==> src/rtl/store_monitor_if.sv <==
// Store-monitor bus: core store strobe, log read port and verdict status.
// The core/host side drives through master, the monitor answers through slave.
interface store_monitor_if;
    logic        MemWrite;
    logic [31:0] DataAdr;
    logic [31:0] WriteData;
    logic        rd_en;
    logic        rd_valid;
    logic [31:0] rd_adr;
    logic [31:0] rd_data;
    logic        rd_empty;
    logic        overflow;
    logic [15:0] store_count;
    logic        pass;
    logic        fail;
    logic        timeout;
    logic        done;

    modport master (
        output MemWrite, DataAdr, WriteData, rd_en,
        input  rd_valid, rd_adr, rd_data, rd_empty, overflow,
        input  store_count, pass, fail, timeout, done
    );

    modport slave (
        input  MemWrite, DataAdr, WriteData, rd_en,
        output rd_valid, rd_adr, rd_data, rd_empty, overflow,
        output store_count, pass, fail, timeout, done
    );
endinterface

==> src/rtl/store_monitor.sv <==
// Data-bus store monitor: pass/fail/timeout verdict on the core's store stream.
// Define STORE_MON_LOG_EN to build the store log FIFO and overflow flag.
module store_monitor #(
    parameter logic [31:0] PASS_ADDR    = 32'd100,
    parameter logic [31:0] PASS_DATA    = 32'd25,
    parameter logic [31:0] SCRATCH_ADDR = 32'd96,
    parameter int          DEPTH        = 8,
    parameter int          TIMEOUT      = 1024
) (
    input logic           clk,
    input logic           reset,
    store_monitor_if.slave bus
);
    localparam logic [1:0] RUN  = 2'd0;
    localparam logic [1:0] PASS = 2'd1;
    localparam logic [1:0] FAIL = 2'd2;
    localparam logic [1:0] TMO  = 2'd3;

    localparam int CW = $clog2(TIMEOUT + 1);
    localparam logic [CW-1:0] LAST_CYC = CW'(TIMEOUT - 1);

    logic [1:0]    state;
    logic [1:0]    stateNext;
    logic [CW-1:0] cycCnt;
    logic [15:0]   storeCount;
    logic          isRun;
    logic          storeSeen;
    logic          passHit;
    logic          failHit;
    logic          tmoHit;

    assign isRun     = (state == RUN);
    assign storeSeen = isRun && bus.MemWrite;
    assign passHit   = storeSeen && (bus.DataAdr == PASS_ADDR)
                     && (bus.WriteData == PASS_DATA);
    assign failHit   = storeSeen && !passHit
                     && (bus.DataAdr != SCRATCH_ADDR);
    // A verdict store on the last RUN cycle beats the timeout.
    assign tmoHit    = isRun && (cycCnt == LAST_CYC)
                     && !passHit && !failHit;

    always_comb begin
        stateNext = state;
        unique case (1'b1)
            passHit: stateNext = PASS;
            failHit: stateNext = FAIL;
            tmoHit:  stateNext = TMO;
            default: stateNext = state;
        endcase
    end

    always_ff @(posedge clk or negedge reset) begin
        if (!reset) begin
            state      <= RUN;
            cycCnt     <= '0;
            storeCount <= '0;
        end else begin
            state <= stateNext;
            if (isRun)
                cycCnt <= cycCnt + CW'(1);
            if (storeSeen && storeCount != 16'hFFFF)
                storeCount <= storeCount + 16'd1;
        end
    end

    assign bus.store_count = storeCount;
    assign bus.pass        = (state == PASS);
    assign bus.fail        = (state == FAIL);
    assign bus.timeout     = (state == TMO);
    assign bus.done        = (state != RUN);

`ifdef STORE_MON_LOG_EN
    localparam int AW = $clog2(DEPTH);
    localparam int PW = AW + 1;

    logic [63:0]   mem [DEPTH];
    logic [PW-1:0] wrPtr;
    logic [PW-1:0] rdPtr;
    logic          empty;
    logic          full;
    logic          pop;
    logic          doPush;
    logic          rdValid;
    logic [31:0]   rdAdr;
    logic [31:0]   rdData;
    logic          ovf;

    assign empty  = (wrPtr == rdPtr);
    assign full   = (wrPtr[AW] != rdPtr[AW])
                  && (wrPtr[AW-1:0] == rdPtr[AW-1:0]);
    assign pop    = bus.rd_en && !empty;
    // A pop frees the slot the push lands in on the same edge.
    assign doPush = storeSeen && (!full || pop);

    always_ff @(posedge clk or negedge reset) begin
        if (!reset) begin
            for (int i = 0; i < DEPTH; i++)
                mem[i] <= '0;
            wrPtr   <= '0;
            rdPtr   <= '0;
            rdValid <= 1'b0;
            rdAdr   <= '0;
            rdData  <= '0;
            ovf     <= 1'b0;
        end else begin
            rdValid <= pop;
            if (pop) begin
                {rdAdr, rdData} <= mem[rdPtr[AW-1:0]];
                rdPtr <= rdPtr + PW'(1);
            end
            if (doPush) begin
                mem[wrPtr[AW-1:0]] <= {bus.DataAdr, bus.WriteData};
                wrPtr <= wrPtr + PW'(1);
            end
            if (storeSeen && !doPush)
                ovf <= 1'b1;
        end
    end

    assign bus.rd_valid = rdValid;
    assign bus.rd_adr   = rdAdr;
    assign bus.rd_data  = rdData;
    assign bus.rd_empty = empty;
    assign bus.overflow = ovf;
`else
    logic unusedRdEn;
    assign unusedRdEn   = bus.rd_en;
    assign bus.rd_valid = 1'b0;
    assign bus.rd_adr   = '0;
    assign bus.rd_data  = '0;
    assign bus.rd_empty = 1'b1;
    assign bus.overflow = 1'b0;
`endif
endmodule

==> src/flat_wrapper.sv <==
// flat-port wrapper written by rule: the top's interface ports become plain ports
module store_monitor_flat 
#(
    parameter logic [31:0] PASS_ADDR    = 32'd100,
    parameter logic [31:0] PASS_DATA    = 32'd25,
    parameter logic [31:0] SCRATCH_ADDR = 32'd96,
    parameter int          DEPTH        = 8,
    parameter int          TIMEOUT      = 1024
)
  (clk, reset, bus_MemWrite, bus_DataAdr, bus_WriteData, bus_rd_en, bus_rd_valid, bus_rd_adr, bus_rd_data, bus_rd_empty, bus_overflow, bus_store_count, bus_pass, bus_fail, bus_timeout, bus_done);
  store_monitor_if bus_i ();
  input logic clk;
  input logic reset;
  input wire logic [$bits(bus_i.MemWrite)-1:0] bus_MemWrite;
  input wire logic [$bits(bus_i.DataAdr)-1:0] bus_DataAdr;
  input wire logic [$bits(bus_i.WriteData)-1:0] bus_WriteData;
  input wire logic [$bits(bus_i.rd_en)-1:0] bus_rd_en;
  output wire logic [$bits(bus_i.rd_valid)-1:0] bus_rd_valid;
  output wire logic [$bits(bus_i.rd_adr)-1:0] bus_rd_adr;
  output wire logic [$bits(bus_i.rd_data)-1:0] bus_rd_data;
  output wire logic [$bits(bus_i.rd_empty)-1:0] bus_rd_empty;
  output wire logic [$bits(bus_i.overflow)-1:0] bus_overflow;
  output wire logic [$bits(bus_i.store_count)-1:0] bus_store_count;
  output wire logic [$bits(bus_i.pass)-1:0] bus_pass;
  output wire logic [$bits(bus_i.fail)-1:0] bus_fail;
  output wire logic [$bits(bus_i.timeout)-1:0] bus_timeout;
  output wire logic [$bits(bus_i.done)-1:0] bus_done;
  assign bus_i.MemWrite = bus_MemWrite;
  assign bus_i.DataAdr = bus_DataAdr;
  assign bus_i.WriteData = bus_WriteData;
  assign bus_i.rd_en = bus_rd_en;
  assign bus_rd_valid = bus_i.rd_valid;
  assign bus_rd_adr = bus_i.rd_adr;
  assign bus_rd_data = bus_i.rd_data;
  assign bus_rd_empty = bus_i.rd_empty;
  assign bus_overflow = bus_i.overflow;
  assign bus_store_count = bus_i.store_count;
  assign bus_pass = bus_i.pass;
  assign bus_fail = bus_i.fail;
  assign bus_timeout = bus_i.timeout;
  assign bus_done = bus_i.done;
  store_monitor #(.PASS_ADDR(PASS_ADDR), .PASS_DATA(PASS_DATA), .SCRATCH_ADDR(SCRATCH_ADDR), .DEPTH(DEPTH), .TIMEOUT(TIMEOUT)) u_core (.clk(clk), .reset(reset), .bus(bus_i));
endmodule
==> config.mk <==
export PLATFORM = sky130hd
export DESIGN_NAME = store_monitor_flat
export DESIGN_NICKNAME = d
export VERILOG_FILES = /design/src/rtl/store_monitor_if.sv /design/src/rtl/store_monitor.sv /design/src/flat_wrapper.sv
export SDC_FILE = /design/constraint.sdc
export NUM_CORES = 1
export LEC_CHECK = 0
export BUFFER_PORTS_ARGS = -buffer_cell sky130_fd_sc_hd__buf_2
export CORE_MARGIN = 1
export CORE_UTILIZATION = 40
export DETAILED_ROUTE_END_ITERATION = 12
export GPL_TIMING_DRIVEN = 0
export MAX_ROUTING_LAYER = met4
export PLACE_DENSITY = 0.8
export SLEW_MARGIN = 40
export SYNTH_ARGS = -nofsm -noshare
export SYNTH_HDL_FRONTEND = slang
export SYNTH_SLANG_ARGS = --single-unit
==> constraint.sdc <==
create_clock -name clk -period 2.05 [get_ports clk]
set_clock_uncertainty 0.1 [all_clocks]
set_input_delay 0.1025 -clock clk [delete_from_list [all_inputs] [get_ports clk]]
set_output_delay 0.1025 -clock clk [all_outputs]
set_load 0.02 [all_outputs]
After elaboration in Yosys (flattened, before gate mapping)
Cells that the tools add are included.

Output and inout port bits: 87. Memories kept: 0. Latch bits: 0. Bits in registers: 29. Bits in writable memories: 0. ROM bits: 0.

Equality and inequality tests: 8. $lt $le $gt $ge: 0. Multiply operators: 0. Multiplexer cells: 1. Bitwise logic cells: 0. Divide/modulo/power cells: 0. $add $sub $neg: 2. Reduce and logical (&&, ||, !) cells: 14. Shift operators: 0.

Operators with widths (number): equality test 32 x 5 -> 1 bit (second input constant) (1); equality test 32 x 7 -> 1 bit (second input constant) (1); != test 32 x 7 -> 1 bit (second input constant) (1); adder 16 x 1 -> 16 bit (second input constant) (1); != test 16 bit (second input constant) (1); adder 11 x 1 -> 11 bit (second input constant) (1); equality test 11 x 10 -> 1 bit (second input constant) (1); logical AND 1 bit (9); one-hot mux 2 bit (3 select lines) (1); equality test 2 bit (second input constant) (2); nonzero test 3 bit (1); equality test 2 x 1 -> 1 bit (second input constant) (1); zero test 1 bit (2); zero test 2 bit (1); nonzero test 2 bit (1).

Longest topological paths before layout
Gate-level depths: netlist (run 1).

Word-level depth: 10. Mapped depth: 5. Mapped depth without buffers: 5.

Worst setup path after synthesis (run 1)
OpenSTA, ideal clock, no wires.

Path kind: register -> register. Start point: reg u_core.storeCount[0], in the netlist u_core.bus.store_count[0]. End point: reg u_core.storeCount[1], in the netlist u_core.bus.store_count[1]. Data arrival time: 1635 ps. Cell stages (with the launch flop): 5. Setup slack: 190 ps. Clock period less this slack: 1860 ps. Path buffers: 0. Data required time: 1825 ps. Cells stage by stage: dfrtp_1 ha_1 and3_1 a21oi_1 mux2_2.

Word-level cells in the longest chain between the ends: 2.

Ends and longest elaborated chain: from (decl) (RTL line store_monitor.sv:25) `logic [15:0] storeCount;`; from (signal assigned) (RTL line store_monitor.sv:62) `storeCount <= storeCount + 16'd1;`; branches (longest 2 deep; another with adder 16 x 1 -> 16 bit).

Several ways; the timed one is not identified. A chain may end at the register's enable or synchronous reset.

Worst setup path in the final report (run 1)
Start point: reg u_core.state[0]. End point: reg u_core.storeCount[15], in the netlist u_core.bus.store_count[15].

Word-level cells in the longest chain between the ends: 3.

Ends and longest elaborated chain: from (decl) (RTL line store_monitor.sv:22) `logic [1:0] state;`; from (signal assigned) (RTL line store_monitor.sv:58) `state <= stateNext;`; zero test 2 bit (RTL line store_monitor.sv:32) `assign isRun = (state == RUN);`; logical AND 1 bit (RTL line store_monitor.sv:33) `assign storeSeen = isRun && bus.MemWrite;`; logical AND 1 bit (RTL line store_monitor.sv:61) `if (storeSeen && storeCount != 16'hFFFF)`.

Every way passes these cells.

==> results of run 1 <==
worst paths after layout:
| check | to |
|---|---|
| max reg2reg | u_core.bus.store_count[15]$_DFFE_PN0P_ |
| max in group asynchronous | u_core.bus.store_count[15]$_DFFE_PN0P_ |
| min | u_core.state[0]$_DFFE_PN0P_ |
| min in group asynchronous | u_core.bus.store_count[5]$_DFFE_PN0P_ |
| min reg2reg | u_core.cycCnt[9]$_DFFE_PN0N_ |
| max | u_core.bus.store_count[15]$_DFFE_PN0P_ |
power by group through the flow:
stage	registers [mW]	clock network (mW)	logic [mW]
2_1_floorplan	0.808	0	0.351
3_3_place_gp	0.773	0	0.533
3_5_place_dp	0.778	0	0.541
4_1_cts	0.769	0.476	0.544
5_1_grt	0.789	0.504	0.602
6_report	0.770	0.466	0.546
routing by layer:
metal / track usage, % / vias up / wire [um]
met5: - / - / 0
met4: 5.66 / 0 / 36
met3: 4.83 / 4 / 279
met2: 29.0 / 69 / 2160
met1: 17.0 / 800 / 1690
li1: - / 926 / -
timing repair:
action | in CTS | in global routing
resized for setup | 0 | 3
hold buffers | 1 | 0
endpoints found under the hold margin | 29 | 0
endpoints found under the setup margin | 0 | 6
cell usage after synthesis:
library cell | n | area share [%]
a21boi_0 | 1 | 0.37
a21oi_1 | 3 | 0.75
and2_1 | 1 | 0.31
and2b_1 | 1 | 0.37
and3_1 | 3 | 0.93
and4_1 | 3 | 1.3
buf_4 | 67 | 25
conb_1 | 2 | 0.37
dfrtp_1 | 29 | 36
ha_1 | 2 | 1.2
inv_1 | 3 | 0.56
mux2_2 | 2 | 1.1
nand2_1 | 13 | 2.4
nand3_1 | 8 | 2.0
nand4_1 | 11 | 3.4
nor2_1 | 12 | 2.2
nor2b_1 | 1 | 0.31
nor3_1 | 4 | 0.99
nor4_1 | 10 | 3.1
nor4_4 | 1 | 1.1
nor4b_2 | 1 | 0.75
nor4bb_1 | 3 | 1.5
o211ai_1 | 1 | 0.37
o21ai_0 | 1 | 0.25
o21bai_1 | 1 | 0.37
o31a_1 | 1 | 0.44
o31ai_1 | 2 | 0.75
or3b_4 | 1 | 0.56
or4_1 | 3 | 1.1
xnor2_1 | 12 | 5.2
xor2_1 | 11 | 4.8
per-stage QoR:
stage               hold slack (ps)  worst slack [ps]
finish                         41.5               120
global placement               55.8               123
CTS                            39.6              38.0
floorplan                      -293               190
detailed placement             60.8              54.9
global route                   53.6              31.3
cell families (layout without fill, tap and decap cells):
kind of cell / count (synthesis) / count (layout) / share of synthesized area [%]
simple gates: 76 / 76 / 22.4
buf+inv: 70 / 164 / 25.5
flops: 29 / 29 / 36.0
xor+xnor: 23 / 23 / 10.0
compound gates: 10 / 10 / 3.29
fa+ha+maj: 2 / 2 / 1.24
other cells: 2 / 67 / 0.373
mux: 2 / 2 / 1.12
sequential cells by signal, summed over array words and instances (netlist names):
register                count
u_core.bus.store_count     16
u_core.cycCnt              11
u_core.state                2
worst register-to-register path: stages, from the launching register on:
cell     delay (ps)
dfrtp_1         450
or3b_4          450
nor4_4          340
nand2_1         140
o31ai_1         220
o31ai_1         100
cell type report:
class / instances / area (um2)
well taps: 67 / 83.8
inverters: 3 / 11.3
multi-input cells: 180 / 1030
plain buffers: 67 / 503
fillers: 422 / 1910
flip-flops and latches: 29 / 726
clock buffers: 7 / 86.3
repair buffers: 87 / 440
==> flow_summary.ini, run 1 <==
[run_status]
run_status = finished clean

[critical_path]
cp.required_ps = 2100
cp.arrival_ps = 1980
r2r_setup_slack_ps = 120
crit_slowest_cell = dfrtp_1
slowest_delay_ps = 450
path_depth = 5
cp.buffers_inverters = 0
critPathKind = flop to flop
cp_top_family = simple AND/OR/NAND/NOR gates
crit_top_cell = o31ai_1
cp_cell_sequence = or3b_4, nor4_4, nand2_1, o31ai_1, o31ai_1
end_kind = flop
crit_start = u_core.state[0]$_DFFE_PN0P_
r2r_cells = 5
cp_max_fo = 7
reg2reg_from = u_core.state[0]$_DFFE_PN0P_
start_kind = flop

[layout]
fin_area_um2 = 2880
antenna_cells = 0
final_layout_size_suffix_gt1_share_pct = 44.8
final_cell_mix = 86 x buf_2, 67 x buf_4, 67 x conb_1, 29 x dfrtp_1, 13 x nand2_1
finalNonFillerCells = 440
final_common_cell = buf_2
syn_to_final_growth_pct = 42.9
final_util_pct = 60.1
num-nets-final = 443

[sta]
slew-limit-headroom_pct = 58.5
period_share_pct = 94.1
setup_violations = 0
tns_ps = 0
fmax_ghz = 0.518
rsz0062_at_grt = false
post-route-min-period_ps = 1930
final_max_slew_viol_count = 0
hold_viol = 0
worstMarginPinSlew_ps = 622

[grt]
grt_usage_pct = 16.2
antenna_found_initial = 0
grt_pass1_wl_mm = 6.42
grt_max_degree = 30
grt_pass1_vias = 1524
gr-total-overflow = 0

[clock_tree]
htreeDepth = 2
clk_pin_slew_ps = 60
cts_tree = yes
clk-insertion-delay-late_ps = 280
max-clock-path-buffers = 2
cts_buffers = 5
clkSinkCount = 29
cts_root_buffer = clkbuf_8
cts_setup_buffers = 0

[yosys]
yosys_warnings = 0
avgSynthCellArea_um2 = 9.41
ys_ff_latch = 29
syn_inst = 214
synth-seq-area-share_pct = 36.0
synth_cell_types = 31
synth_area_um2 = 2010

[placed_design]
dpl-instance-area_um2 = 2770
place_congestion = 0.799
port_buffers = 86
place_inst = 432
place_hpwl_mm = 3.55

[power_and_ir_drop]
seq_power_share_pct = 43.2
comb_power_share_pct = 30.7
p_per_area_nw_per_um2 = 619
max-vdd-ir-drop_uv = 712
p_leak_nw = 1.66
p_sw_share_pct = 33.9
p_sw_uw = 604
pwr-share-clk_pct = 26.1
p_total_mw = 1.78
p_int_mw = 1.18

[routing]
wire_per_inst_um = 9.47
wirelength_mm = 4.17
route.detailed.drc = 0
drt_first_pass_iters = 4
vias_per_cell = 4.09
ant_nets = 0
vias = 1799
drtIter0Drc = 33

[floorplan]
die_area_um2 = 5320
placementRows = 25
io_pins = 155
initial_utilization_pct = 42.1
fp.dieW_um = 72.9
core-area_um2 = 4790
die_h_um = 72.9

[worst_hold_path]
min-delay-start = bus_DataAdr[2]
hold_path_depth = 4
hp-class = primary input to flop

[job]
maxCapViolCount = 0
Note: power is estimated with default switching activity, not from simulation.
==> run 2: changes to the inputs <==
--- a/config.mk
+++ b/config.mk
@@ -6,8 +6,9 @@
 export NUM_CORES = 1
 export LEC_CHECK = 0
 export BUFFER_PORTS_ARGS = -buffer_cell sky130_fd_sc_hd__buf_2
-export CORE_MARGIN = 1
+export CORE_MARGIN = 2
 export CORE_UTILIZATION = 40
+export CTS_BUF_LIST = sky130_fd_sc_hd__clkbuf_16
 export DETAILED_ROUTE_END_ITERATION = 12
 export GPL_TIMING_DRIVEN = 0
 export MAX_ROUTING_LAYER = met4
==> flow_summary.ini, run 2 (same netlist as run 1, synthesis figures left out) <==
[critical_path]
end_kind = flop
cp.buffers_inverters = 0
crit_top_cell = o31ai_1
cp.arrival_ps = 2030
slowest_delay_ps = 470
cp_max_fo = 6
start_kind = flop
crit_slowest_cell = or3b_4
cp_cell_sequence = or3b_4, nor4_4, nand2_1, o31ai_1, o31ai_1
critPathKind = flop to flop
cp.required_ps = 2090
cp_top_family = simple AND/OR/NAND/NOR gates

[routing]
vias = 1793
wire_per_inst_um = 10.5
drt_first_pass_iters = 4
ant_nets = 0
route.detailed.drc = 0
vias_per_cell = 4.07
drtIter0Drc = 49
wirelength_mm = 4.65

[grt]
antenna_found_initial = 0
grt_max_degree = 30
grt_pass1_wl_mm = 7.12
grt_usage_pct = 17.4
grt_pass1_vias = 1622
gr-total-overflow = 0

[floorplan]
die_area_um2 = 5620
fp.dieW_um = 74.9
io_pins = 155
die_h_um = 74.9
core-area_um2 = 4790
initial_utilization_pct = 42.1
placementRows = 25

[clock_tree]
clk_pin_slew_ps = 50
max-clock-path-buffers = 2
htreeDepth = 2
cts_root_buffer = clkbuf_16
cts_tree = yes
clk-insertion-delay-late_ps = 270
clkSinkCount = 29
cts_buffers = 5

[power_and_ir_drop]
p_leak_nw = 1.69
pwr-share-clk_pct = 33.2
seq_power_share_pct = 39.2
max-vdd-ir-drop_uv = 607
p_per_area_nw_per_um2 = 677
comb_power_share_pct = 27.7
p_total_mw = 1.98
p_sw_share_pct = 32.1
p_sw_uw = 635
p_int_mw = 1.34

[layout]
final_cell_mix = 86 x buf_2, 68 x buf_4, 67 x conb_1, 29 x dfrtp_1, 13 x nand2_1
antenna_cells = 0
num-nets-final = 444
seq_area_um2 = 726
final_layout_size_suffix_gt1_share_pct = 44.1
multi_input_area_um2 = 1020
largest_reg_flops = 16
final_common_cell = buf_2
fin_area_um2 = 2920
fillers = 433
syn_to_final_growth_pct = 45.2

[sta]
tns_ps = 0
fmax_ghz = 0.501
final_max_slew_viol_count = 0
slew-limit-headroom_pct = 58.0
period_share_pct = 97.3
setup_violations = 0
hold_ws_ps = 72.7
post-route-min-period_ps = 1990
hold_viol = 0
worstMarginPinSlew_ps = 629

[placed_design]
port_buffers = 86
dpl-instance-area_um2 = 2770
place_hpwl_mm = 3.90
place_congestion = 0.837

[run_status]
run_status = finished clean

[worst_hold_path]
hp-class = primary input to flop

[job]
maxCapViolCount = 0
## run 2: metrics by stage
stage	setup WS [ps]	util, %	std cells
after detailed placement	24.8	57.9	432
after global routing	-14.4	61.1	441
final	55.2	61.1	441
after floorplan	190	-	279
after global placement	92.2	57.9	432
after CTS	15.3	60.9	440
## run 2: repair_timing
| item | in CTS | in global routing |
|---|---|---|
| setup buffers | 0 | 1 |
| hold buffers | 1 | 0 |
| resized for setup | 0 | 1 |
| endpoints found under the setup margin | 0 | 6 |
| endpoints found under the hold margin | 29 | 0 |
## run 2: power by group through the flow
stage / Combinational, mW / Sequential, mW / Clock (mW)
detailed placement: 0.542 / 0.782 / 0
floorplan: 0.351 / 0.808 / 0
CTS: 0.545 / 0.774 / 0.674
global placement: 0.533 / 0.774 / 0
finish: 0.548 / 0.775 / 0.656
global route: 0.600 / 0.791 / 0.702
## run 2: worst reg2reg max path: cells and delay by family (launching register included)
| kind | cells | cell delay [ps] |
|---|---|---|
| simple gates | 3 | 960 |
| flops | 1 | 440 |
| compound gates | 2 | 370 |
## run 2: per-layer routing
| layer | vias up | wire length, um | global-route usage (%) |
|---|---|---|---|
| li1 | 926 | - | - |
| met1 | 796 | 1870 | 19.0 |
| met2 | 67 | 2420 | 30.7 |
| met3 | 4 | 330 | 4.82 |
| met4 | 0 | 29 | 5.16 |
| met5 | - | 0 | - |
## run 2: final timing paths
| path | start | end | slack (ps) | cells past startpoint |
|---|---|---|---|---|
| worst max-delay path | u_core.state[1]$_DFFE_PN0P_ | u_core.bus.store_count[15]$_DFFE_PN0P_ | 60 | 5 |
| worst min-delay path | bus_WriteData[9] | u_core.state[0]$_DFFE_PN0P_ | 70 | 4 |
| worst max register to register | u_core.state[1]$_DFFE_PN0P_ | u_core.bus.store_count[15]$_DFFE_PN0P_ | 60 | 5 |
| worst min register to register | u_core.cycCnt[8]$_DFFE_PN0N_ | u_core.cycCnt[8]$_DFFE_PN0N_ | 370 | 1 |
| max in group asynchronous | reset | u_core.bus.store_count[6]$_DFFE_PN0P_ | 1150 | 2 |
| min in group asynchronous | reset | u_core.cycCnt[8]$_DFFE_PN0N_ | 290 | 2 |
## run 2: cell type report
type / instances / share of cell area, %
sequential: 29 / 24.8
clock inverter: 2 / 0.257
clock buffer: 5 / 4.28
buffer: 67 / 17.2
inverter: 3 / 0.385
timing repair buffer: 88 / 15.3
multi-input combinational: 180 / 34.9
tap: 67 / 2.87
